## config.mk

```make
export PLATFORM = sky130hd
export DESIGN_NAME = matrix_key_scan_flat
export DESIGN_NICKNAME = d
export VERILOG_FILES = /design/src/rtl/matrix_key_scan_if.sv /design/src/rtl/matrix_key_scan.sv /design/src/flat_wrapper.sv
export SDC_FILE = /design/constraint.sdc
export NUM_CORES = 1
export LEC_CHECK = 0
export CORE_MARGIN = 2
export CORE_UTILIZATION = 32
export DETAILED_ROUTE_END_ITERATION = 8
export GPL_ROUTABILITY_DRIVEN = 0
export GPL_TIMING_DRIVEN = 1
export MAX_ROUTING_LAYER = met4
export PLACE_DENSITY = 0.53
export SYNTH_ARGS = -nofsm -noshare
export SYNTH_HDL_FRONTEND = slang
export SYNTH_SLANG_ARGS = --single-unit
```

## constraint.sdc

```tcl
create_clock -name clk -period 3.7 [get_ports clk]
set_clock_uncertainty 0.15 [all_clocks]
set_input_delay 0.74 -clock clk [delete_from_list [all_inputs] [get_ports clk]]
set_output_delay 0.74 -clock clk [all_outputs]
set_load 0.01 [all_outputs]
```

## src/rtl/matrix_key_scan_if.sv

```systemverilog
// Keypad-side signal bundle for matrix_key_scan: row sense in, column drive and
// confirmed-key outputs. slave is the scanner side, master the keypad/consumer side.
interface matrix_key_scan_if;
   logic [3:0]  row_in;
   logic [3:0]  col_out;
   logic [15:0] onehot;
   logic        key_valid;
   logic        key_down;

   modport slave  (input  row_in, output col_out, onehot, key_valid, key_down);
   modport master (output row_in, input  col_out, onehot, key_valid, key_down);
endinterface

```

## src/rtl/matrix_key_scan.sv

```systemverilog
// 4x4 keypad scanner: steps one low column per tick, debounces press and release on
// the candidate row, publishes the confirmed key as a held one-hot word.
module matrix_key_scan #(
   parameter int SCAN_DIV = 50000,
   parameter int DB_TICKS = 8
) (
   input  logic            clk,
   input  logic            rst_n,
   matrix_key_scan_if.slave kp
);

   localparam int DW = (SCAN_DIV > 2) ? $clog2(SCAN_DIV) : 1;
   localparam int CW = $clog2(DB_TICKS + 1);
   // The detection tick counts as the first stable tick, so the debounce counter
   // only needs to see DB_TICKS-1 more (but at least one).
   localparam logic [CW-1:0] DB_LAST = (DB_TICKS > 1) ? CW'(DB_TICKS - 1) : CW'(1);

   typedef enum logic [1:0] {S_SCAN, S_DEBOUNCE, S_HELD, S_RELEASE} state_t;

   state_t          r_state, w_state_nx;
   logic [DW-1:0]   r_div;
   logic [1:0]      r_col, w_col_nx;
   logic [1:0]      r_cand_row, w_cand_row_nx;
   logic [1:0]      r_cand_col, w_cand_col_nx;
   logic [CW-1:0]   r_db_cnt, w_db_nx;
   logic [15:0]     r_onehot, w_onehot_nx;
   logic            r_key_valid, w_kv_nx;
   logic            r_key_down, w_kd_nx;
   logic [3:0]      r_row_m, r_row_s;

   logic            w_tick;
   logic            w_row_lvl;
   logic [1:0]      w_low_row;
   logic [CW-1:0]   w_db_inc;

   assign w_tick    = (r_div == DW'(SCAN_DIV - 1));
   assign w_row_lvl = r_row_s[r_cand_row];
   assign w_db_inc  = r_db_cnt + 1'b1;

   always_comb begin
      w_low_row = 2'd0;
      if (!r_row_s[0])      w_low_row = 2'd0;
      else if (!r_row_s[1]) w_low_row = 2'd1;
      else if (!r_row_s[2]) w_low_row = 2'd2;
      else                  w_low_row = 2'd3;
   end

   always_ff @(posedge clk or negedge rst_n) begin
      if (!rst_n) begin
         r_row_m <= 4'hF;
         r_row_s <= 4'hF;
         r_div   <= '0;
      end else begin
         r_row_m <= kp.row_in;
         r_row_s <= r_row_m;
         r_div   <= w_tick ? '0 : r_div + 1'b1;
      end
   end

   always_comb begin
      w_state_nx    = r_state;
      w_col_nx      = r_col;
      w_cand_row_nx = r_cand_row;
      w_cand_col_nx = r_cand_col;
      w_db_nx       = r_db_cnt;
      w_onehot_nx   = r_onehot;
      w_kv_nx       = 1'b0;
      w_kd_nx       = r_key_down;
      if (w_tick) begin
         case (r_state)
            S_SCAN: begin
               if (r_row_s == 4'hF) begin
                  w_col_nx = r_col + 2'd1;
               end else begin
                  w_cand_row_nx = w_low_row;
                  w_cand_col_nx = r_col;
                  w_db_nx       = '0;
                  w_state_nx    = S_DEBOUNCE;
               end
            end
            S_DEBOUNCE: begin
               if (!w_row_lvl) begin
                  w_db_nx = w_db_inc;
                  if (w_db_inc >= DB_LAST) begin
                     w_onehot_nx = 16'd1 << {r_cand_row, r_cand_col};
                     w_kv_nx     = 1'b1;
                     w_kd_nx     = 1'b1;
                     w_state_nx  = S_HELD;
                  end
               end else begin
                  w_db_nx    = '0;
                  w_col_nx   = r_col + 2'd1;
                  w_state_nx = S_SCAN;
               end
            end
            S_HELD: begin
               if (w_row_lvl) begin
                  w_db_nx = '0;
                  // With single-tick debounce the first high tick is the release.
                  if (DB_TICKS == 1) begin
                     w_kd_nx    = 1'b0;
                     w_col_nx   = r_col + 2'd1;
                     w_state_nx = S_SCAN;
                  end else begin
                     w_state_nx = S_RELEASE;
                  end
               end
            end
            default: begin
               if (w_row_lvl) begin
                  w_db_nx = w_db_inc;
                  if (w_db_inc >= DB_LAST) begin
                     w_kd_nx    = 1'b0;
                     w_col_nx   = r_col + 2'd1;
                     w_state_nx = S_SCAN;
                  end
               end else begin
                  w_state_nx = S_HELD;
               end
            end
         endcase
      end
   end

   always_ff @(posedge clk or negedge rst_n) begin
      if (!rst_n) begin
         r_state     <= S_SCAN;
         r_col       <= 2'd0;
         r_cand_row  <= 2'd0;
         r_cand_col  <= 2'd0;
         r_db_cnt    <= '0;
         r_onehot    <= 16'h0000;
         r_key_valid <= 1'b0;
         r_key_down  <= 1'b0;
      end else begin
         r_state     <= w_state_nx;
         r_col       <= w_col_nx;
         r_cand_row  <= w_cand_row_nx;
         r_cand_col  <= w_cand_col_nx;
         r_db_cnt    <= w_db_nx;
         r_onehot    <= w_onehot_nx;
         r_key_valid <= w_kv_nx;
         r_key_down  <= w_kd_nx;
      end
   end

   assign kp.col_out   = ~(4'b0001 << r_col);
   assign kp.onehot    = r_onehot;
   assign kp.key_valid = r_key_valid;
   assign kp.key_down  = r_key_down;

endmodule

```

## src/flat_wrapper.sv

```systemverilog
// flat-port wrapper written by rule: the top's interface ports become plain ports
module matrix_key_scan_flat 
#(
   parameter int SCAN_DIV = 50000,
   parameter int DB_TICKS = 8
)
  (clk, rst_n, kp_row_in, kp_col_out, kp_onehot, kp_key_valid, kp_key_down);
  matrix_key_scan_if kp_i ();
  input  logic clk;
  input  logic rst_n;
  input wire logic [$bits(kp_i.row_in)-1:0] kp_row_in;
  output wire logic [$bits(kp_i.col_out)-1:0] kp_col_out;
  output wire logic [$bits(kp_i.onehot)-1:0] kp_onehot;
  output wire logic [$bits(kp_i.key_valid)-1:0] kp_key_valid;
  output wire logic [$bits(kp_i.key_down)-1:0] kp_key_down;
  assign kp_i.row_in = kp_row_in;
  assign kp_col_out = kp_i.col_out;
  assign kp_onehot = kp_i.onehot;
  assign kp_key_valid = kp_i.key_valid;
  assign kp_key_down = kp_i.key_down;
  matrix_key_scan #(.SCAN_DIV(SCAN_DIV), .DB_TICKS(DB_TICKS)) u_core (.clk(clk), .rst_n(rst_n), .kp(kp_i));
endmodule
```

==> metrics.txt, run 1 <==
# TYPE chip_impl_metric gauge
chip_impl_info{name="synthMostInstantiatedCell",value="sky130_fd_sc_hd__dfrtp_1"} 1
chip_impl_metric{name="ys_seq_elements",unit=""} 54
chip_impl_info{name="critical_path_sink",value="u_core.kp.onehot[9]"} 1
chip_impl_metric{name="boundaryPins",unit=""} 28
chip_impl_metric{name="post-route-drc-count",unit=""} 0
chip_impl_metric{name="detail-route-antenna-nets",unit=""} 0
chip_impl_info{name="worst_setup_path_startpoint",value="u_core.r_div[0]"} 1
chip_impl_metric{name="worst-path-max-fanout",unit=""} 16
chip_impl_metric{name="synth_simple_gate_area_share",unit="%"} 19.9
chip_impl_metric{name="post-cts-setup-buffers",unit=""} 0
chip_impl_metric{name="detailed_place_hpwl",unit="mm"} 3.18
chip_impl_metric{name="post_route_cells_drive_above_1_share",unit="%"} 13.3
chip_impl_metric{name="synth.cell_area",unit="um^2"} 2510
chip_impl_metric{name="reg2reg_slack",unit="ns"} 1.11
chip_impl_metric{name="power.density_cell_area",unit="nW/um^2"} 337
chip_impl_metric{name="die-width",unit="um"} 92.6
chip_impl_metric{name="holdBufCountCts",unit=""} 0
chip_impl_metric{name="synthCells",unit=""} 226
chip_impl_metric{name="maxSlewViolCount",unit=""} 0
chip_impl_metric{name="max_slew.worst_pin.slew",unit="ns"} 0.798
chip_impl_metric{name="globalRoute.totalOverflow",unit=""} 0
chip_impl_metric{name="reg2reg_depth",unit=""} 6
chip_impl_metric{name="placed_area",unit="um^2"} 2880
chip_impl_info{name="timing.setup.critical_path_class",value="register to register"} 1
chip_impl_metric{name="cap_viol_max_count",unit=""} 0
chip_impl_metric{name="crit_required",unit="ns"} 3.75
chip_impl_metric{name="grt_util_all_layers",unit="%"} 11.9
chip_impl_metric{name="tritoncts.num_buffers",unit=""} 5
chip_impl_metric{name="synth.distinct_cells",unit=""} 41
chip_impl_metric{name="largest_net_degree_at_the_start_of_global_routing",unit=""} 32
chip_impl_metric{name="number_of_synthesized_flops_with_an_enable_pin",unit=""} 0
chip_impl_info{name="cts_tree",value="built"} 1
chip_impl_info{name="worstReg2RegEnd",value="u_core.kp.onehot[9]"} 1
chip_impl_metric{name="power.ir.vdd_worst",unit="uV"} 147
chip_impl_info{name="dominantRegCellSynth",value="sky130_fd_sc_hd__dfrtp_1"} 1
chip_impl_info{name="post_synth_main_area_contributors",value="sky130_fd_sc_hd__dfrtp_1 46%, sky130_fd_sc_hd__dfstp_2 8.4%, sky130_fd_sc_hd__mux2_1 4.5%"} 1
chip_impl_metric{name="design.final.nets",unit=""} 268
chip_impl_metric{name="timing.final.hold_violations",unit=""} 0
chip_impl_metric{name="port-buffer-count",unit=""} 27
chip_impl_metric{name="synth-xor-area-share",unit="%"} 4.88
chip_impl_metric{name="core.rowCount",unit=""} 32
chip_impl_metric{name="cts_resized",unit=""} 0
chip_impl_metric{name="max_freq",unit="MHz"} 387
chip_impl_metric{name="fp.dieArea",unit="um^2"} 8570
chip_impl_metric{name="yosysSeqAreaShare",unit="%"} 54.2
chip_impl_metric{name="synthMuxAreaShare",unit="%"} 8.92
chip_impl_info{name="synth_top_family_by_area",value="simple AND/OR/NAND/NOR gates"} 1
chip_impl_info{name="critical_path.reg2reg.startpoint",value="u_core.r_div[0]"} 1
chip_impl_metric{name="area.growth.synth_to_final",unit="%"} 19.1
chip_impl_metric{name="setup_ws",unit="ns"} 1.11
chip_impl_metric{name="final_design_area_no_fill",unit="um^2"} 2990
chip_impl_metric{name="via_count_of_the_first_global_routing_pass",unit=""} 1652
chip_impl_metric{name="cp_arrival",unit="ns"} 2.64
chip_impl_metric{name="initial_core_util",unit="%"} 32.8
chip_impl_metric{name="clk_pin_slew_worst_paths",unit="ns"} 0.10
chip_impl_metric{name="synthesis.yosys.warnings",unit=""} 0
chip_impl_metric{name="clock_insertion_delay_worst_skew",unit="ns"} 0.31
chip_impl_metric{name="routed-via-count",unit=""} 1657
chip_impl_metric{name="syn-num-nets",unit=""} 239
chip_impl_info{name="library_cell_occupying_the_most_area_in_the_post_synthesis_netlist",value="sky130_fd_sc_hd__dfrtp_1"} 1
chip_impl_info{name="netlist_top_cells_count",value="46 x sky130_fd_sc_hd__dfrtp_1, 21 x sky130_fd_sc_hd__nand2_1, 20 x sky130_fd_sc_hd__nor2_1"} 1
chip_impl_metric{name="wirelength",unit="mm"} 4.35
chip_impl_info{name="critical_path.endpoint_type",value="register"} 1
chip_impl_info{name="clockRootBuffer",value="sky130_fd_sc_hd__clkbuf_8"} 1
chip_impl_metric{name="final_period_minus_worst_setup_slack",unit="ns"} 2.59
chip_impl_metric{name="drtPass1Iterations",unit=""} 4
chip_impl_metric{name="antenna-diode-count",unit=""} 0
chip_impl_metric{name="place_ws",unit="ns"} 1.09
chip_impl_metric{name="fp.dieH",unit="um"} 92.6
chip_impl_metric{name="number_of_inserted_filler_cells_in_the_final_layout",unit=""} 760
chip_impl_metric{name="tns",unit="ns"} 0
chip_impl_metric{name="ys_async_sr_fraction",unit="%"} 100
chip_impl_info{name="worstHoldStart",value="u_core.r_row_m[2]"} 1
chip_impl_metric{name="grt_first_pass_wirelength",unit="mm"} 7.87
chip_impl_metric{name="synthDominantCellAreaShare",unit="%"} 45.8
chip_impl_metric{name="static_leakage",unit="nW"} 1.27
chip_impl_metric{name="sinks_on_clock_net",unit=""} 54
chip_impl_info{name="setup.worst_path.start_class",value="register"} 1
chip_impl_metric{name="setup_viol_count_final",unit=""} 0
chip_impl_metric{name="drt_iter0_markers",unit=""} 76
chip_impl_metric{name="number_of_antenna_violations_at_the_first_check_in_global_routing",unit=""} 0
chip_impl_metric{name="synth-compound-area-share",unit="%"} 5.28
chip_impl_metric{name="cts-htree-levels",unit=""} 2
chip_impl_info{name="status",value="finished, final reports clean"} 1
chip_impl_metric{name="core",unit="um^2"} 7650
chip_impl_metric{name="min_period_over_period",unit="%"} 69.9
chip_impl_info{name="holdCritPathClass",value="register to register"} 1
chip_impl_metric{name="post_synth_fa_ha_maj_area_fraction",unit="%"} 3.49
chip_impl_metric{name="wire_per_inst",unit="um"} 12.1
chip_impl_metric{name="worst_slew_margin_rel",unit="%"} 46.3
chip_impl_metric{name="synth.avg_cell_area",unit="um^2"} 11.1
chip_impl_metric{name="via_per_inst",unit=""} 4.63
chip_impl_metric{name="cts-root-to-sink-buffers",unit=""} 2
chip_impl_info{name="grt_setup_unrepaired",value="no"} 1
==> cell type report <==
| type | instances | area, um^2 | area share [%] |
|---|---|---|---|
| clock buffers | 5 | 68.8 | 2.30 |
| clock inverters | 3 | 40.0 | 1.34 |
| inverters | 12 | 45.0 | 1.51 |
| multi-input cells | 153 | 1070 | 35.7 |
| flip-flops and latches | 54 | 1360 | 45.5 |
| well taps | 102 | 128 | 4.27 |
| repair buffers | 29 | 280 | 9.37 |
==> power by group <==
part	total, mW	internal, mW	switching (mW)
Sequential	0.600	0.598	0.00215
Combinational	0.0215	0.00669	0.0148
Clock	0.387	0.199	0.188
==> metrics by stage <==
step / hold slack, ns / total power, mW / instances / util [%]
final: 0.209 / 1.01 / 358 / 39.1
after global routing: 0.215 / 1.07 / 358 / 39.1
after CTS: 0.210 / 1.03 / 358 / 39.1
after detailed placement: 0.197 / 0.634 / 350 / 37.7
after global placement: 0.196 / 0.634 / 350 / 37.7
after floorplan: 0.195 / 0.615 / 226 / -
==> registers in the layout, indices dropped and copies added (netlist names), named ones only <==
signal	cells
u_core.kp.onehot	16
u_core.r_div	16
u_core.r_db_cnt	4
u_core.r_row_m	4
u_core.r_row_s	4
u_core.r_cand_col	2
u_core.r_cand_row	2
u_core.r_col	2
u_core.kp.key_down	1
u_core.kp.key_valid	1
u_core.r_state	1
==> worst min-delay path by stage <==
stage | to | slack [ns] | cells past startpoint
final | u_core.r_row_s[2] | 0.21 | 0
after global routing | u_core.r_row_s[2] | 0.21 | 0
after CTS | u_core.r_row_s[2] | 0.21 | 0
after detailed placement | u_core.r_row_s[2] | 0.20 | 0
after global placement | u_core.r_row_s[1] | 0.20 | 0
after floorplan | u_core.r_row_s[0] | 0.20 | 0
==> routing by layer <==
layer  GRT usage, %  up-vias  routed length, um  part of all wire [%]
li1               -      831                  -                     -
met1           15.4      791               2090                    48
met2           18.3       28               2000                    46
met3           3.09        7                183                   4.2
met4           3.73        0                 66                   1.5
met5              -        -                  0                     0
==> kinds of logic after synthesis <==
| family | Yosys count |
|---|---|
| multiplexers | 19 |
| flip-flops | 54 |
| AND/OR/NAND/NOR | 90 |
| adder cells (fa/ha/maj) | 7 |
| AO/OA/AOI/OAI | 23 |
| XOR/XNOR | 14 |
| buffers and inverters | 19 |
==> critical path: stages (launching register included) <==
cell                      delay, ns
sky130_fd_sc_hd__dfrtp_1       0.37
sky130_fd_sc_hd__ha_1          0.23
sky130_fd_sc_hd__and3_1        0.21
sky130_fd_sc_hd__and4_1        0.30
sky130_fd_sc_hd__nand3_2       0.16
sky130_fd_sc_hd__nor3_4        0.66
sky130_fd_sc_hd__mux2_2        0.42
==> placed cells by master, fill, tap and decap left out, drive strengths merged, types with 2 or more instances in the layout <==
| master | count |
|---|---|
| a21oi | 4 |
| and3 | 4 |
| and4bb | 2 |
| buf | 3 |
| clkbuf | 5 |
| clkdlybuf4s50 | 26 |
| clkinv | 2 |
| dfrtp | 46 |
| dfstp | 8 |
| ha | 7 |
| inv | 12 |
| mux2 | 17 |
| nand2 | 21 |
| nand2b | 5 |
| nand3 | 10 |
| nand3b | 2 |
| nand4 | 4 |
| nor2 | 20 |
| nor2b | 2 |
| nor3 | 11 |
| nor4 | 3 |
| o21ai | 14 |
| xnor2 | 8 |
| xor2 | 6 |
(Power assumes the default switching activity.)
==> run 2, diff against run 1 <==
Clock period 3.7 ns to 2.4 ns, I/O delays scaled along.
==> run 2 against run 1 <==
Non-clock buffer count is 5 higher. Largest power group unchanged. Worst hold slack better by 0.00077 ns. Highest routed layer unchanged. Count of clock-buffer cells in the layout stayed put. Critical path depth is 1 higher. Sequential power is 54% higher. Routed wire length is 2.9% higher. Fmax is 15% higher. Via count is 1.8% higher.
==> metrics.txt, run 2 (synthesized netlist as in run 1, its figures left out) <==
# TYPE chip_impl_metric gauge
chip_impl_info{name="timing.setup.critical_path_class",value="register to register"} 1
chip_impl_info{name="final_cell_mix",value="46 x sky130_fd_sc_hd__dfrtp_1, 26 x sky130_fd_sc_hd__clkdlybuf4s50_1, 21 x sky130_fd_sc_hd__nand2_1"} 1
chip_impl_metric{name="routed-via-count",unit=""} 1686
chip_impl_metric{name="swShare",unit="%"} 23.2
chip_impl_metric{name="number_of_antenna_violations_at_the_first_check_in_global_routing",unit=""} 0
chip_impl_info{name="critical_path.reg2reg.startpoint",value="u_core.r_div[0]"} 1
chip_impl_metric{name="area.growth.synth_to_final",unit="%"} 21.1
chip_impl_metric{name="clk_pin_slew_worst_paths",unit="ns"} 0.10
chip_impl_info{name="worst_setup_path_startpoint",value="u_core.r_div[0]"} 1
chip_impl_metric{name="maxSlewViolCount",unit=""} 0
chip_impl_info{name="critical_path.endpoint_type",value="register"} 1
chip_impl_info{name="status",value="finished, final reports clean"} 1
chip_impl_metric{name="max_slew.worst_pin.slew",unit="ns"} 0.454
chip_impl_metric{name="worst-path-max-fanout",unit=""} 16
chip_impl_metric{name="post-route-drc-count",unit=""} 0
chip_impl_metric{name="detailed_place_hpwl",unit="mm"} 3.20
chip_impl_metric{name="via_count_of_the_first_global_routing_pass",unit=""} 1574
chip_impl_metric{name="place.detailed.instances",unit=""} 352
chip_impl_metric{name="cp_arrival",unit="ns"} 2.29
chip_impl_metric{name="wirelength",unit="mm"} 4.47
chip_impl_metric{name="max_freq",unit="MHz"} 447
chip_impl_metric{name="antenna-diode-count",unit=""} 0
chip_impl_metric{name="clock_insertion_delay_worst_skew",unit="ns"} 0.32
chip_impl_info{name="setup.worst_path.start_class",value="register"} 1
chip_impl_info{name="clockRootBuffer",value="sky130_fd_sc_hd__clkbuf_8"} 1
chip_impl_metric{name="power.density_cell_area",unit="nW/um^2"} 493
chip_impl_metric{name="p_int",unit="mW"} 1.15
chip_impl_info{name="worstHoldStart",value="u_core.r_row_m[2]"} 1
chip_impl_metric{name="cap_viol_max_count",unit=""} 0
chip_impl_metric{name="detail-route-antenna-nets",unit=""} 0
chip_impl_metric{name="via_per_inst",unit=""} 4.64
chip_impl_metric{name="die-width",unit="um"} 92.6
chip_impl_metric{name="grt_util_all_layers",unit="%"} 11.4
chip_impl_metric{name="worst_slew_margin_rel",unit="%"} 69.7
chip_impl_metric{name="min_period_over_period",unit="%"} 93.3
chip_impl_metric{name="cts-htree-levels",unit=""} 2
chip_impl_metric{name="initial_core_util",unit="%"} 32.8
chip_impl_metric{name="fp.dieH",unit="um"} 92.6
chip_impl_metric{name="number_of_standard_cells_in_the_layout_taps_in_and_fillers_out",unit=""} 363
chip_impl_metric{name="fp.dieArea",unit="um^2"} 8570
chip_impl_metric{name="clock_power_share",unit="%"} 35.8
chip_impl_metric{name="core",unit="um^2"} 7650
chip_impl_metric{name="largest_net_degree_at_the_start_of_global_routing",unit=""} 36
chip_impl_metric{name="tns",unit="ns"} 0
chip_impl_metric{name="design.final.nets",unit=""} 273
chip_impl_metric{name="post-route-util",unit="%"} 39.8
chip_impl_info{name="grt_setup_unrepaired",value="no"} 1
chip_impl_info{name="cts_tree",value="built"} 1
chip_impl_metric{name="setup_viol_count_final",unit=""} 0
chip_impl_metric{name="sinks_on_clock_net",unit=""} 54
chip_impl_metric{name="boundaryPins",unit=""} 28
chip_impl_metric{name="grt_first_pass_wirelength",unit="mm"} 7.62
chip_impl_metric{name="globalRoute.totalOverflow",unit=""} 0
chip_impl_metric{name="post_route_cells_drive_above_1_share",unit="%"} 14.6
chip_impl_metric{name="cts-root-to-sink-buffers",unit=""} 2
chip_impl_metric{name="port-buffer-count",unit=""} 27
chip_impl_metric{name="cts_resized",unit=""} 0
chip_impl_metric{name="power.combinational.fraction",unit="%"} 2.5
chip_impl_metric{name="static_leakage",unit="nW"} 1.30
chip_impl_metric{name="power.ir.vdd_worst",unit="uV"} 206
chip_impl_metric{name="crit_required",unit="ns"} 2.45
chip_impl_metric{name="reg2reg_depth",unit=""} 7
chip_impl_metric{name="number_of_inserted_filler_cells_in_the_final_layout",unit=""} 750
chip_impl_metric{name="timing.final.hold_violations",unit=""} 0
chip_impl_metric{name="drtPass1Iterations",unit=""} 4
chip_impl_metric{name="final_period_minus_worst_setup_slack",unit="ns"} 2.24
chip_impl_info{name="leading_cell_type_in_the_layout_fill_and_taps_excluded",value="sky130_fd_sc_hd__dfrtp_1"} 1
chip_impl_info{name="holdCritPathClass",value="register to register"} 1
chip_impl_metric{name="netSwitchingPower",unit="uW"} 348
chip_impl_metric{name="post-layout-total-power",unit="mW"} 1.50
chip_impl_metric{name="power.sequential.fraction",unit="%"} 61.7
chip_impl_metric{name="hold_path_depth",unit=""} 0
chip_impl_metric{name="drt_iter0_markers",unit=""} 76
chip_impl_metric{name="wire_per_inst",unit="um"} 12.3
chip_impl_metric{name="core.rowCount",unit=""} 32
chip_impl_metric{name="tritoncts.num_buffers",unit=""} 5
## run 2: cell types whose count changed in the layout (fill, tap and decap cells not counted), sizes merged
cell / delta
bufinv: -1
clkinv: -1
buf: +4
dlygate4sd3: +1
inv: +2
## run 2: critical path: stages (launching register included)
cell	delay [ns]
sky130_fd_sc_hd__dfrtp_1	0.38
sky130_fd_sc_hd__ha_1	0.22
sky130_fd_sc_hd__and3_1	0.21
sky130_fd_sc_hd__and4_1	0.29
sky130_fd_sc_hd__nand3_2	0.15
sky130_fd_sc_hd__nor3_4	0.23
sky130_fd_sc_hd__buf_12	0.18
sky130_fd_sc_hd__mux2_2	0.33
## run 2: per-layer routing
| layer | vias up | share of wire (%) | GRT usage, % | wire length, um |
|---|---|---|---|---|
| met4 | 0 | 1.6 | 4.10 | 73 |
| li1 | 849 | - | - | - |
| met1 | 796 | 49 | 15.8 | 2190 |
| met3 | 7 | 4.4 | 2.36 | 195 |
| met5 | - | 0 | - | 0 |
| met2 | 34 | 45 | 16.5 | 2020 |
## run 2: final timing paths
| kind | end | slack, ns |
|---|---|---|
| worst max-delay path | u_core.kp.onehot[13] | 0.16 |
| worst min-delay path | u_core.r_row_s[2] | 0.21 |
| worst max register to register | u_core.kp.onehot[13] | 0.16 |
| worst min register to register | u_core.r_row_s[2] | 0.21 |
| max in group asynchronous | u_core.r_div[0] | 1.06 |
| min in group asynchronous | u_core.kp.onehot[7] | 0.47 |
## run 2: power groups by stage
| stage | clock [mW] | sequential [mW] | combinational, mW |
|---|---|---|---|
| floorplan | 0 | 0.942 | 0.00712 |
| global placement | 0 | 0.942 | 0.0376 |
| detailed placement | 0 | 0.942 | 0.0382 |
| CTS | 0.562 | 0.925 | 0.0394 |
| global route | 0.588 | 0.926 | 0.0434 |
| finish | 0.536 | 0.925 | 0.0373 |
## run 2: layout make-up
| class | instances | area (um^2) | area share, % |
|---|---|---|---|
| flip-flops and latches | 54 | 1360 | 44.8 |
| repair buffers | 34 | 345 | 11.4 |
| inverters | 12 | 45.0 | 1.48 |
| clock buffers | 5 | 68.8 | 2.26 |
| multi-input cells | 153 | 1070 | 35.1 |
| clock inverters | 3 | 26.3 | 0.864 |
| well taps | 102 | 128 | 4.20 |
## run 2: per-stage QoR
stage                     worst slack (ns)  hold slack (ns)  instance area [um^2]
after floorplan                      0.195           0.0344                  2510
after global placement               0.197            0.197                  2920
after detailed placement             0.146            0.197                  2920
after CTS                            0.147            0.212                  3030
after global routing                0.0235            0.215                  3040
final                                0.161            0.210                  3040
## run 2: timing repair
item,4_1_cts,5_1_grt
endpoints found under the hold margin,11,0
setup endpoints to repair,0,2
setup buffers,0,2
hold buffers,1,0
==> run 3, diff against run 2 <==
Settings changed: CORE_MARGIN 2 to 8.
Clock period 2.4 ns to 2.3 ns, I/O delays scaled along.
==> run 3 against run 2 <==
Sequential power grew 4.3%. Die area is 28% higher. Combinational power is 1% lower. Via count rose by 5.0%. Sequential share of layout area down 0.87 points. Routed wire length up 5.2%. Highest routed layer unchanged.
==> metrics.txt, run 3 (synthesized netlist as in run 1, its figures left out) <==
# TYPE chip_impl_metric gauge
chip_impl_info{name="status",value="finished, final reports clean"} 1
chip_impl_metric{name="die-width",unit="um"} 105
chip_impl_metric{name="tritoncts.num_buffers",unit=""} 5
chip_impl_metric{name="final_period_minus_worst_setup_slack",unit="ns"} 2.18
chip_impl_metric{name="cap_viol_max_count",unit=""} 0
chip_impl_metric{name="detail-route-antenna-nets",unit=""} 0
chip_impl_metric{name="drt_iter0_markers",unit=""} 68
chip_impl_metric{name="wire_per_inst",unit="um"} 12.6
chip_impl_metric{name="power.ir.vdd_worst",unit="uV"} 243
chip_impl_metric{name="swShare",unit="%"} 23.2
chip_impl_info{name="critical_path.reg2reg.startpoint",value="u_core.r_div[0]"} 1
chip_impl_info{name="leading_cell_type_in_the_layout_fill_and_taps_excluded",value="sky130_fd_sc_hd__dfrtp_1"} 1
chip_impl_metric{name="sinks_on_clock_net",unit=""} 54
chip_impl_metric{name="clk_pin_slew_worst_paths",unit="ns"} 0.10
chip_impl_metric{name="number_of_antenna_violations_at_the_first_check_in_global_routing",unit=""} 0
chip_impl_metric{name="initial_core_util",unit="%"} 32.8
chip_impl_metric{name="static_leakage",unit="nW"} 1.34
chip_impl_metric{name="place_ws",unit="ns"} 0.102
chip_impl_metric{name="crit_required",unit="ns"} 2.35
chip_impl_metric{name="post_route_cells_drive_above_1_share",unit="%"} 18.8
chip_impl_metric{name="min_period_over_period",unit="%"} 94.8
chip_impl_metric{name="core.rowCount",unit=""} 32
chip_impl_metric{name="via_per_inst",unit=""} 4.75
chip_impl_info{name="grt_setup_unrepaired",value="no"} 1
chip_impl_metric{name="clock_power_share",unit="%"} 35.9
chip_impl_metric{name="detailed_place_hpwl",unit="mm"} 3.43
chip_impl_metric{name="power.sequential.fraction",unit="%"} 61.8
chip_impl_metric{name="placed_area",unit="um^2"} 2960
chip_impl_metric{name="post-route-drc-count",unit=""} 0
chip_impl_metric{name="final_design_area_no_fill",unit="um^2"} 3110
chip_impl_metric{name="cts-htree-levels",unit=""} 2
chip_impl_metric{name="globalRoute.totalOverflow",unit=""} 0
chip_impl_metric{name="cp_arrival",unit="ns"} 2.23
chip_impl_info{name="worst_setup_path_startpoint",value="u_core.r_div[0]"} 1
chip_impl_metric{name="power.density_cell_area",unit="nW/um^2"} 503
chip_impl_metric{name="number_of_inserted_filler_cells_in_the_final_layout",unit=""} 764
chip_impl_info{name="holdCritPathClass",value="register to register"} 1
chip_impl_metric{name="worst_slew_margin_rel",unit="%"} 73.5
chip_impl_info{name="critical_path.endpoint_type",value="register"} 1
chip_impl_info{name="setup.worst_path.start_class",value="register"} 1
chip_impl_metric{name="tns",unit="ns"} 0
chip_impl_metric{name="fp.dieArea",unit="um^2"} 10900
chip_impl_info{name="worstHoldStart",value="u_core.r_row_m[2]"} 1
chip_impl_metric{name="clock_insertion_delay_worst_skew",unit="ns"} 0.31
chip_impl_metric{name="setup_ws",unit="ns"} 0.118
chip_impl_metric{name="wirelength",unit="mm"} 4.70
chip_impl_metric{name="max_slew.worst_pin.slew",unit="ns"} 0.394
chip_impl_metric{name="grt_util_all_layers",unit="%"} 9.32
chip_impl_metric{name="netSwitchingPower",unit="uW"} 363
chip_impl_info{name="clockRootBuffer",value="sky130_fd_sc_hd__clkbuf_8"} 1
chip_impl_metric{name="max_freq",unit="MHz"} 458
chip_impl_metric{name="setup_viol_count_final",unit=""} 0
chip_impl_metric{name="worst-path-max-fanout",unit=""} 16
chip_impl_metric{name="via_count_of_the_first_global_routing_pass",unit=""} 1693
chip_impl_metric{name="cts-root-to-sink-buffers",unit=""} 2
chip_impl_metric{name="drtPass1Iterations",unit=""} 4
chip_impl_metric{name="maxSlewViolCount",unit=""} 0
chip_impl_metric{name="antenna-diode-count",unit=""} 0
chip_impl_metric{name="routed-via-count",unit=""} 1770
chip_impl_info{name="timing.setup.critical_path_class",value="register to register"} 1
chip_impl_metric{name="grt_first_pass_wirelength",unit="mm"} 8.30
chip_impl_metric{name="area.growth.synth_to_final",unit="%"} 23.8
chip_impl_metric{name="port-buffer-count",unit=""} 27
chip_impl_metric{name="core",unit="um^2"} 7650
chip_impl_metric{name="boundaryPins",unit=""} 28
chip_impl_info{name="final_cell_mix",value="44 x sky130_fd_sc_hd__dfrtp_1, 26 x sky130_fd_sc_hd__clkdlybuf4s50_1, 21 x sky130_fd_sc_hd__nand2_1"} 1
chip_impl_metric{name="fp.dieH",unit="um"} 105
chip_impl_metric{name="p_int",unit="mW"} 1.20
chip_impl_metric{name="timing.final.hold_violations",unit=""} 0
chip_impl_info{name="cts_tree",value="built"} 1
chip_impl_metric{name="design.final.nets",unit=""} 283
chip_impl_metric{name="largest_net_degree_at_the_start_of_global_routing",unit=""} 30
chip_impl_metric{name="power.combinational.fraction",unit="%"} 2.4
run 3: cell types whose count changed in the layout (fill, tap and decap cells not counted):
cell / delta
sky130_fd_sc_hd__and4_1: -1
sky130_fd_sc_hd__buf_12: -1
sky130_fd_sc_hd__dfrtp_1: -2
sky130_fd_sc_hd__and4_2: +1
sky130_fd_sc_hd__dfrtp_2: +2
sky130_fd_sc_hd__buf_4: +11
run 3: critical path: stages, from the launching register on:
cell and delay, ns:
sky130_fd_sc_hd__dfrtp_1 0.38, sky130_fd_sc_hd__ha_1 0.17, sky130_fd_sc_hd__and3_1 0.21, sky130_fd_sc_hd__and4_2 0.29
sky130_fd_sc_hd__nand3_2 0.14, sky130_fd_sc_hd__nor3_4 0.23, sky130_fd_sc_hd__buf_12 0.17, sky130_fd_sc_hd__mux2_2 0.33
run 3: routing by layer:
metal / up-vias / part of all wire [%] / track usage [%]
met1: 861 / 48 / 11.8
li1: 869 / - / -
met5: - / 0 / -
met4: 0 / 0.51 / 3.26
met3: 2 / 5.6 / 3.19
met2: 38 / 46 / 13.5
run 3: through the flow:
step | hold slack (ns) | std cells | utilization [%] | power (mW)
6_report | 0.211 | 373 | 40.6 | 1.56
5_1_grt | 0.216 | 373 | 40.6 | 1.64
4_1_cts | 0.213 | 368 | 40.1 | 1.59
3_5_place_dp | 0.197 | 359 | 38.7 | 1.02
3_3_place_gp | 0.197 | 359 | 38.7 | 1.02
2_1_floorplan | 0.0144 | 226 | - | 0.990
run 3: power by group through the flow:
stage	clock network, mW	registers [mW]	logic [mW]
6_report	0.560	0.965	0.0369
5_1_grt	0.630	0.967	0.0435
4_1_cts	0.590	0.966	0.0389
3_5_place_dp	0	0.983	0.0377
3_3_place_gp	0	0.983	0.0375
2_1_floorplan	0	0.983	0.00743
run 3: layout make-up:
type | instances | area, um^2 | share of cell area [%]
Sequential cell | 54 | 1360 | 43.9
Timing Repair Buffer | 44 | 408 | 13.1
Tap cell | 102 | 128 | 4.11
Multi-Input combinational cell | 153 | 1070 | 34.4
Clock inverter | 3 | 26.3 | 0.845
Inverter | 12 | 45.0 | 1.45
Clock buffer | 5 | 68.8 | 2.21
run 3: worst paths after layout:
check                                        to  slack (ns)  depth (start not counted)
hold reg to reg               u_core.r_row_s[2]        0.21                          0
setup / recovery           u_core.kp.onehot[13]        0.12                          7
max in group asynchronous     u_core.r_row_m[2]        1.14                          3
setup reg to reg           u_core.kp.onehot[13]        0.12                          7
min in group asynchronous   u_core.kp.onehot[5]        0.51                          3
hold / removal                u_core.r_row_s[2]        0.21                          0
run 3: repair_timing:
action	CTS	global route
hold buffers	1	0
setup buffers	0	5
gates resized for setup	0	3
hold endpoints to repair	18	0
endpoints found under the setup margin	0	23
